<file path="src/rtl/mcu_local_axil_stream_reader_if.sv">
// AXI-Lite read channel plus AXI-Stream output of the local read engine.
// The master modport is the engine side; the slave modport faces memory and the sink.
interface mcu_local_axil_stream_reader_if #(
    parameter int DATA_WIDTH = 16,
    parameter int ADDR_WIDTH = 32
);
    logic [ADDR_WIDTH-1:0] m_axil_araddr;
    logic [2:0]            m_axil_arprot;
    logic                  m_axil_arvalid;
    logic                  m_axil_arready;
    logic [DATA_WIDTH-1:0] m_axil_rdata;
    logic [1:0]            m_axil_rresp;
    logic                  m_axil_rvalid;
    logic                  m_axil_rready;
    logic [DATA_WIDTH-1:0] m_axis_tdata;
    logic                  m_axis_tvalid;
    logic                  m_axis_tready;
    logic                  m_axis_tlast;

    modport master (
        output m_axil_araddr, m_axil_arprot, m_axil_arvalid,
        input  m_axil_arready,
        input  m_axil_rdata, m_axil_rresp, m_axil_rvalid,
        output m_axil_rready,
        output m_axis_tdata, m_axis_tvalid, m_axis_tlast,
        input  m_axis_tready
    );

    modport slave (
        input  m_axil_araddr, m_axil_arprot, m_axil_arvalid,
        output m_axil_arready,
        output m_axil_rdata, m_axil_rresp, m_axil_rvalid,
        input  m_axil_rready,
        input  m_axis_tdata, m_axis_tvalid, m_axis_tlast,
        output m_axis_tready
    );
endinterface

</file>
<file path="src/rtl/mcu_local_axil_stream_reader.sv">
// Local read engine: fetches an N x M block of AXI-Lite words and streams each word R times,
// keeping reads in flight plus buffered words within MAX_OUTSTANDING so rready never stalls.
module mcu_local_axil_stream_reader #(
    parameter int DATA_WIDTH       = 16,
    parameter int ADDR_WIDTH       = 32,
    parameter int INTER_ITER_WIDTH = 32,
    parameter int INTRA_ITER_WIDTH = 32,
    parameter int MAX_OUTSTANDING  = 4
) (
    input  logic                          clk,
    input  logic                          rst_n,
    input  logic                          start,
    input  logic                          clear,
    input  logic [ADDR_WIDTH-1:0]         base_addr,
    input  logic [ADDR_WIDTH-1:0]         word_count,
    input  logic [INTER_ITER_WIDTH-1:0]   iter_count,
    input  logic [INTRA_ITER_WIDTH-1:0]   repeat_count,
    mcu_local_axil_stream_reader_if.master bus,
    output logic                          busy,
    output logic                          done,
    output logic                          error
);
    localparam int SHIFT = $clog2(DATA_WIDTH / 8);
    localparam int PTR_W = $clog2(MAX_OUTSTANDING);
    localparam int CNT_W = PTR_W + 1;
    localparam logic [CNT_W:0] CREDIT = (CNT_W + 1)'(MAX_OUTSTANDING);

    typedef enum logic [2:0] {IDLE, RUN, DRAIN, DONE, ERR} state_t;
    state_t state, state_nx;

    logic [ADDR_WIDTH-1:0]       base_r, words_r, word_idx, out_word, next_addr;
    logic [INTER_ITER_WIDTH-1:0] iters_r, iter_idx, out_iter;
    logic [INTRA_ITER_WIDTH-1:0] reps_r, rep_cnt;
    logic [CNT_W-1:0]            inflight, fifo_count;
    logic [PTR_W-1:0]            wr_ptr, rd_ptr;
    logic [DATA_WIDTH-1:0]       mem [MAX_OUTSTANDING];
    logic issue_done, err_flag, ar_hold;
    logic active, accept, zero_cfg, credit_ok, arvalid, ar_hs, r_hs, r_bad;
    logic push, pop, tvalid, t_hs, word_end, last_beat;

    assign active    = (state == RUN) || (state == DRAIN);
    assign accept    = (state == IDLE) && start;
    assign zero_cfg  = (word_count == '0) || (iter_count == '0) || (repeat_count == '0);
    assign credit_ok = ({1'b0, inflight} + {1'b0, fifo_count}) < CREDIT;
    // A presented address stays up until accepted, even after an error response.
    assign arvalid   = ((state == RUN) && !issue_done && credit_ok) || (active && ar_hold);
    assign ar_hs     = arvalid && bus.m_axil_arready;
    assign r_hs      = bus.m_axil_rvalid && active;
    assign r_bad     = r_hs && (bus.m_axil_rresp != 2'b00);
    assign push      = r_hs && !r_bad && (state == RUN);
    assign tvalid    = (state == RUN) && (fifo_count != '0);
    assign t_hs      = tvalid && bus.m_axis_tready;
    assign word_end  = rep_cnt == reps_r - INTRA_ITER_WIDTH'(1);
    assign last_beat = word_end && (out_word == words_r - ADDR_WIDTH'(1))
                       && (out_iter == iters_r - INTER_ITER_WIDTH'(1));
    assign pop       = t_hs && word_end;
    assign next_addr = base_r + (word_idx << SHIFT);

    assign bus.m_axil_araddr  = arvalid ? next_addr : '0;
    assign bus.m_axil_arprot  = 3'b000;
    assign bus.m_axil_arvalid = arvalid;
    assign bus.m_axil_rready  = active;
    assign bus.m_axis_tvalid  = tvalid;
    assign bus.m_axis_tdata   = tvalid ? mem[rd_ptr] : '0;
    assign bus.m_axis_tlast   = tvalid && last_beat;
    assign busy  = active;
    assign done  = (state == DONE);
    assign error = (state == ERR);

    always_ff @(posedge clk or negedge rst_n) begin
        if (!rst_n) state <= IDLE;
        else        state <= state_nx;
    end

    always_comb begin
        state_nx = state;
        case (state)
            IDLE:     if (start) state_nx = zero_cfg ? DRAIN : RUN;
            RUN: begin
                // An error response beats a simultaneous final beat.
                if (r_bad)                  state_nx = DRAIN;
                else if (t_hs && last_beat) state_nx = DONE;
            end
            DRAIN:    if ((inflight == '0) && !arvalid) state_nx = err_flag ? ERR : DONE;
            DONE, ERR: if (clear) state_nx = IDLE;
            default:  state_nx = IDLE;
        endcase
    end

    always_ff @(posedge clk or negedge rst_n) begin
        if (!rst_n) begin
            base_r <= '0; words_r <= '0; iters_r <= '0; reps_r <= '0;
            word_idx <= '0; iter_idx <= '0; issue_done <= 1'b0;
            err_flag <= 1'b0; ar_hold <= 1'b0; inflight <= '0;
        end else begin
            ar_hold <= arvalid && !bus.m_axil_arready;
            case ({ar_hs, r_hs})
                2'b10:   inflight <= inflight + CNT_W'(1);
                2'b01:   inflight <= inflight - CNT_W'(1);
                default: ;
            endcase
            if (accept) begin
                base_r <= base_addr; words_r <= word_count;
                iters_r <= iter_count; reps_r <= repeat_count;
                word_idx <= '0; iter_idx <= '0; issue_done <= 1'b0;
                err_flag <= zero_cfg;
            end else begin
                if (r_bad) err_flag <= 1'b1;
                if (ar_hs) begin
                    if (word_idx == words_r - ADDR_WIDTH'(1)) begin
                        word_idx <= '0;
                        if (iter_idx == iters_r - INTER_ITER_WIDTH'(1)) issue_done <= 1'b1;
                        else iter_idx <= iter_idx + INTER_ITER_WIDTH'(1);
                    end else begin
                        word_idx <= word_idx + ADDR_WIDTH'(1);
                    end
                end
            end
        end
    end

    always_ff @(posedge clk or negedge rst_n) begin
        if (!rst_n) begin
            wr_ptr <= '0; rd_ptr <= '0; fifo_count <= '0;
            rep_cnt <= '0; out_word <= '0; out_iter <= '0;
        end else if (accept || r_bad) begin
            wr_ptr <= '0; rd_ptr <= '0; fifo_count <= '0;
            rep_cnt <= '0; out_word <= '0; out_iter <= '0;
        end else begin
            if (push) wr_ptr <= wr_ptr + PTR_W'(1);
            if (pop)  rd_ptr <= rd_ptr + PTR_W'(1);
            case ({push, pop})
                2'b10:   fifo_count <= fifo_count + CNT_W'(1);
                2'b01:   fifo_count <= fifo_count - CNT_W'(1);
                default: ;
            endcase
            if (t_hs) begin
                if (word_end) begin
                    rep_cnt <= '0;
                    if (out_word == words_r - ADDR_WIDTH'(1)) begin
                        out_word <= '0;
                        out_iter <= out_iter + INTER_ITER_WIDTH'(1);
                    end else begin
                        out_word <= out_word + ADDR_WIDTH'(1);
                    end
                end else begin
                    rep_cnt <= rep_cnt + INTRA_ITER_WIDTH'(1);
                end
            end
        end
    end

    always_ff @(posedge clk) begin
        if (push) mem[wr_ptr] <= bus.m_axil_rdata;
    end
endmodule

</file>
<file path="src/flat_wrapper.sv">
// flat-port wrapper written by rule: the top's interface ports become plain ports
module mcu_local_axil_stream_reader_flat 
#(
    parameter int DATA_WIDTH       = 16,
    parameter int ADDR_WIDTH       = 32,
    parameter int INTER_ITER_WIDTH = 32,
    parameter int INTRA_ITER_WIDTH = 32,
    parameter int MAX_OUTSTANDING  = 4
)
  (clk, rst_n, start, clear, base_addr, word_count, iter_count, repeat_count, busy, done, error, bus_m_axil_araddr, bus_m_axil_arprot, bus_m_axil_arvalid, bus_m_axil_arready, bus_m_axil_rdata, bus_m_axil_rresp, bus_m_axil_rvalid, bus_m_axil_rready, bus_m_axis_tdata, bus_m_axis_tvalid, bus_m_axis_tlast, bus_m_axis_tready);
  mcu_local_axil_stream_reader_if #(.DATA_WIDTH(DATA_WIDTH), .ADDR_WIDTH(ADDR_WIDTH)) bus_i ();
  input  logic clk;
  input  logic rst_n;
  input  logic start;
  input  logic clear;
  input  logic [ADDR_WIDTH-1:0] base_addr;
  input  logic [ADDR_WIDTH-1:0] word_count;
  input  logic [INTER_ITER_WIDTH-1:0] iter_count;
  input  logic [INTRA_ITER_WIDTH-1:0] repeat_count;
  output logic busy;
  output logic done;
  output logic error;
  output wire logic [$bits(bus_i.m_axil_araddr)-1:0] bus_m_axil_araddr;
  output wire logic [$bits(bus_i.m_axil_arprot)-1:0] bus_m_axil_arprot;
  output wire logic [$bits(bus_i.m_axil_arvalid)-1:0] bus_m_axil_arvalid;
  input wire logic [$bits(bus_i.m_axil_arready)-1:0] bus_m_axil_arready;
  input wire logic [$bits(bus_i.m_axil_rdata)-1:0] bus_m_axil_rdata;
  input wire logic [$bits(bus_i.m_axil_rresp)-1:0] bus_m_axil_rresp;
  input wire logic [$bits(bus_i.m_axil_rvalid)-1:0] bus_m_axil_rvalid;
  output wire logic [$bits(bus_i.m_axil_rready)-1:0] bus_m_axil_rready;
  output wire logic [$bits(bus_i.m_axis_tdata)-1:0] bus_m_axis_tdata;
  output wire logic [$bits(bus_i.m_axis_tvalid)-1:0] bus_m_axis_tvalid;
  output wire logic [$bits(bus_i.m_axis_tlast)-1:0] bus_m_axis_tlast;
  input wire logic [$bits(bus_i.m_axis_tready)-1:0] bus_m_axis_tready;
  assign bus_m_axil_araddr = bus_i.m_axil_araddr;
  assign bus_m_axil_arprot = bus_i.m_axil_arprot;
  assign bus_m_axil_arvalid = bus_i.m_axil_arvalid;
  assign bus_i.m_axil_arready = bus_m_axil_arready;
  assign bus_i.m_axil_rdata = bus_m_axil_rdata;
  assign bus_i.m_axil_rresp = bus_m_axil_rresp;
  assign bus_i.m_axil_rvalid = bus_m_axil_rvalid;
  assign bus_m_axil_rready = bus_i.m_axil_rready;
  assign bus_m_axis_tdata = bus_i.m_axis_tdata;
  assign bus_m_axis_tvalid = bus_i.m_axis_tvalid;
  assign bus_m_axis_tlast = bus_i.m_axis_tlast;
  assign bus_i.m_axis_tready = bus_m_axis_tready;
  mcu_local_axil_stream_reader #(.DATA_WIDTH(DATA_WIDTH), .ADDR_WIDTH(ADDR_WIDTH), .INTER_ITER_WIDTH(INTER_ITER_WIDTH), .INTRA_ITER_WIDTH(INTRA_ITER_WIDTH), .MAX_OUTSTANDING(MAX_OUTSTANDING)) u_core (.clk(clk), .rst_n(rst_n), .start(start), .clear(clear), .base_addr(base_addr), .word_count(word_count), .iter_count(iter_count), .repeat_count(repeat_count), .bus(bus_i), .busy(busy), .done(done), .error(error));
endmodule
</file>
<file path="config.mk">
export PLATFORM = sky130hd
export DESIGN_NAME = mcu_local_axil_stream_reader_flat
export DESIGN_NICKNAME = d
export VERILOG_FILES = /design/src/rtl/mcu_local_axil_stream_reader_if.sv /design/src/rtl/mcu_local_axil_stream_reader.sv /design/src/flat_wrapper.sv
export SDC_FILE = /design/constraint.sdc
export NUM_CORES = 1
export LEC_CHECK = 0
export CAP_MARGIN = 20
export CORE_MARGIN = 5
export CORE_UTILIZATION = 41
export CTS_BUF_LIST = sky130_fd_sc_hd__clkbuf_4
export DETAILED_ROUTE_END_ITERATION = 10
export DONT_BUFFER_PORTS = 1
export GPL_ROUTABILITY_DRIVEN = 0
export GPL_TIMING_DRIVEN = 1
export SLEW_MARGIN = 15
export SYNTH_ARGS = -nofsm -noshare
export SYNTH_HDL_FRONTEND = slang
export SYNTH_SLANG_ARGS = --single-unit
</file>
<file path="constraint.sdc">
create_clock -name clk -period 4.7 [get_ports clk]
set_clock_uncertainty 0.05 [all_clocks]
set_input_delay 0.47 -clock clk [delete_from_list [all_inputs] [get_ports clk]]
set_output_delay 0.47 -clock clk [all_outputs]
set_load 0.03 [all_outputs]
</file>
==> impl_metrics.json <==
{
  "outcome": "finished, violations left",
  "failed_checks": "hold timing, setup timing",
  "synth-xor-area-share": 0.0958,
  "cap_viol_max_count": 0,
  "timing.setup.critical_path_class": "flip-flop to output port",
  "setup.reg_to_reg.worst_slack_ns": 0.20,
  "clock_tree.buffer_depth": 3,
  "drtIter0Drc": 1902,
  "critPathTopFamily": "simple AND/OR/NAND/NOR gates",
  "dpl.hpwl_um": 52700,
  "post_synthesis_mean_instance_area_um2": 8.43,
  "critPathMostFrequentCell": "sky130_fd_sc_hd__nor2_4",
  "total_switching_power_uw": 6200,
  "power.clock.fraction": 0.212,
  "die_w_um": 253,
  "viasPerCell": 5.77,
  "drive_above_1_share": 0.136,
  "synth-async-reset-ratio": 0.826,
  "endpoint_kind": "output port",
  "synthMuxAreaShare": 0.0294,
  "clock_tree_from_tritoncts": "done",
  "cts-htree-levels": 3,
  "internal-power_uw": 7880,
  "design.portCount": 211,
  "antenna_found_initial": 4,
  "layout.cells.most_common_list": "547 x sky130_fd_sc_hd__nand2_1, 297 x sky130_fd_sc_hd__dfrtp_1, 179 x sky130_fd_sc_hd__nor2_1, 157 x sky130_fd_sc_hd__xnor2_1, 155 x sky130_fd_sc_hd__o21ai_0",
  "area_growth_pct": 18.7,
  "yosysWarningCount": 0,
  "slew-limit-headroom": 0.218,
  "leakagePower_uw": 0.0120,
  "ys_ff_latch": 368,
  "synth-seq-area-share": 0.394,
  "finalCritPeriodShare": 1.00,
  "layout.nets": 3265,
  "fin_setup_tns_ns": -0.0196,
  "post-layout-total-power_uw": 14100,
  "startpoint_class": "flip-flop",
  "fmax_ghz": 0.212,
  "buffer_ports.inserted": 0,
  "drt-pass1-iter-count": 9,
  "global_route.overflow_total": 0,
  "critical_path.cell_chain": "inv_2, ha_4, or4b_4, buf_8, nor2_4, a221oi_1, o22ai_1, a22oi_1, or4_4, nor4_4, buf_4, nand3_4, nor2_4, buf_6",
  "final.min_clock_period_ns": 4.72,
  "finalHoldWorstSlack_ns": -0.734,
  "tightestPinTransition_ns": 1.16,
  "critical_path.reg2reg.startpoint": "u_core.words_r[3]",
  "worstPathArrival_ns": 4.20,
  "worst_ep_required_time_ns": 4.18,
  "pin_count_of_the_biggest_net_entering_global_routing": 305,
  "seqPwrFrac": 0.339,
  "power_switching_share": 0.441,
  "number_of_global_route_vias_before_repair": 22100,
  "number_of_cells_on_the_critical_path": 14,
  "syn-cell-area_mm2": 0.0242,
  "cts-root-buf": "sky130_fd_sc_hd__clkbuf_4",
  "wirelength_um": 75600,
  "cts-buffers-inserted": 104,
  "worstSetupStartpoint": "u_core.words_r[0]",
  "wire_per_inst_um": 19.3,
  "power_frac_comb": 0.449,
  "synth-compound-area-share": 0.122,
  "post_synth_and_or_nand_nor_area_fraction": 0.292,
  "dr_total_vias": 22600,
  "regToRegEndpoint": "u_core.out_iter[30]",
  "synth_top_family_by_area": "simple AND/OR/NAND/NOR gates",
  "cts.sink_count": 368,
  "synth.distinct_cells": 90,
  "mostFrequentLayoutCell": "sky130_fd_sc_hd__nand2_1",
  "report.final.setup_viol": 1,
  "pre_cts_ws_ns": 0.194,
  "cts_hold_buf": 148,
  "grt_setup_unrepaired": "true",
  "pwr_density_cell_mw_per_mm2": 490,
  "coreArea_mm2": 0.0588,
  "placementRows": 89,
  "synthCells": 2872,
  "hold_violations": 304,
  "clk-insertion-delay-late_ns": 0.89,
  "slowest_delay_ns": 0.59,
  "irDropWorstVdd_uv": 375,
  "max_slew_violation_total_from_the_final_report": 0,
  "drtAntennaViolNets": 0,
  "clk_pin_slew_worst_paths_ns": 0.06,
  "cp_slowest_cell": "sky130_fd_sc_hd__or4_4",
  "synth_top_flop_cell": "sky130_fd_sc_hd__dfrtp_1",
  "initial_utilization": 0.412,
  "timing.critical_path.fanout_max": 7,
  "grt_pass1_wl_um": 119000,
  "yosys.area_share.adder": 0.0263,
  "r2r_cells": 14,
  "path_buf_inv": 4,
  "floorplan.die_area_mm2": 0.0640,
  "min_path_type": "input port to async pin",
  "die_height_um": 253,
  "post-route-worst-setup-slack_ns": -0.0196,
  "grt_total_usage": 0.227,
  "synth-edff-count": 64,
  "drc": 0
}
==> layer usage <==
metal	global-route usage	share of wire
met2	0.377	0.48
met4	0.0839	0.033
met3	0.0394	0.067
met1	0.299	0.42
met5	0	0.00030
==> worst max path at each step <==
stage	to	slack, ns
CTS	bus_m_axis_tlast	-0.03
finish	bus_m_axis_tlast	-0.02
global placement	u_core.out_iter[30]	0.27
floorplan	bus_m_axis_tlast	0.07
global route	bus_m_axis_tlast	-0.18
detailed placement	u_core.out_iter[28]	0.19
==> synthesized netlist by cell type, types with 39 or more instances <==
master | n | area [um^2]
sky130_fd_sc_hd__or3_1 | 44 | 275
sky130_fd_sc_hd__o21ai_0 | 156 | 781
sky130_fd_sc_hd__nand2_1 | 548 | 2060
sky130_fd_sc_hd__dfrtp_1 | 304 | 7610
sky130_fd_sc_hd__inv_1 | 72 | 270
sky130_fd_sc_hd__xor2_1 | 93 | 815
sky130_fd_sc_hd__nor4_1 | 98 | 613
sky130_fd_sc_hd__ha_1 | 46 | 576
sky130_fd_sc_hd__and3_1 | 80 | 500
sky130_fd_sc_hd__nor3_1 | 83 | 415
sky130_fd_sc_hd__nor2b_1 | 39 | 244
sky130_fd_sc_hd__nand4_1 | 52 | 325
sky130_fd_sc_hd__nor2_1 | 191 | 717
sky130_fd_sc_hd__clkbuf_1 | 165 | 619
sky130_fd_sc_hd__edfxtp_1 | 64 | 1920
sky130_fd_sc_hd__a21oi_1 | 107 | 536
sky130_fd_sc_hd__xnor2_1 | 161 | 1410
sky130_fd_sc_hd__nand3_1 | 109 | 546
==> state kept, by name (all words and copies together), names as in the netlist <==
register	flops
u_core.mem	64
u_core.base_r	32
u_core.iter_idx	32
u_core.iters_r	32
u_core.out_iter	32
u_core.out_word	32
u_core.rep_cnt	32
u_core.reps_r	32
u_core.word_idx	32
u_core.words_r	32
u_core.fifo_count	3
u_core.inflight	3
u_core.state	3
u_core.rd_ptr	2
u_core.wr_ptr	2
u_core.ar_hold	1
u_core.err_flag	1
u_core.issue_done	1
==> power groups by stage <==
stage	combinational (uW)	sequential [uW]	clock, uW
after floorplan	4450	4280	0
after global placement	5560	4740	0
after detailed placement	5660	4760	0
after CTS	6090	4730	3100
after global routing	6900	4840	3270
final	6320	4770	2990
==> worst reg2reg max path, cell delays in order, from the launching register on <==
cell                        delay, ns
sky130_fd_sc_hd__dfrtp_1         0.46
sky130_fd_sc_hd__or2_2           0.39
sky130_fd_sc_hd__or4_4           0.56
sky130_fd_sc_hd__buf_6           0.16
sky130_fd_sc_hd__nor3_4          0.16
sky130_fd_sc_hd__xnor2_2         0.09
sky130_fd_sc_hd__a2111oi_2       0.24
sky130_fd_sc_hd__nand4_1         0.25
sky130_fd_sc_hd__buf_4           0.20
sky130_fd_sc_hd__buf_4           0.12
sky130_fd_sc_hd__buf_4           0.13
sky130_fd_sc_hd__or4_4           0.56
sky130_fd_sc_hd__or4_4           0.58
sky130_fd_sc_hd__or3_1           0.32
sky130_fd_sc_hd__a21oi_1         0.14
==> cell families (layout without fill, tap and decap cells) <==
kind of cell / count (synthesis) / count (layout)
muxes: 51 / 51
adders and majority gates: 49 / 49
other: 1 / 4
xor gates and xnor gates: 258 / 258
buffers and inverters: 256 / 516
and+or+nand+nor: 1426 / 1426
AOI/OAI and AO/OA: 463 / 463
DFF: 368 / 368
==> cell type report <==
cell class / instances / area (um^2)
well taps: 773 / 967
fillers: 5617 / 30100
inverters: 72 / 270
diodes: 1 / 2.50
flip-flops and latches: 368 / 9540
repair buffers: 267 / 2420
clock inverters: 30 / 195
clock buffers: 147 / 1100
multi-input cells: 2250 / 14200
==> per-stage QoR <==
stage,instance area (um^2),cells,utilization
after floorplan,24200,2874,-
after global placement,25200,3548,0.428
after detailed placement,25200,3548,0.428
after CTS,28400,3893,0.484
after global routing,28700,3908,0.489
final,28700,3908,0.489
==> repair_timing <==
item | CTS | global route
hold endpoints to repair | 508 | 304
setup buffers | 20 | 11
endpoints found under the setup margin | 8 | 14
cloned | 0 | 0
pin swaps | 28 | 20
resized for setup | 77 | 37
(Power assumes the default switching activity.)
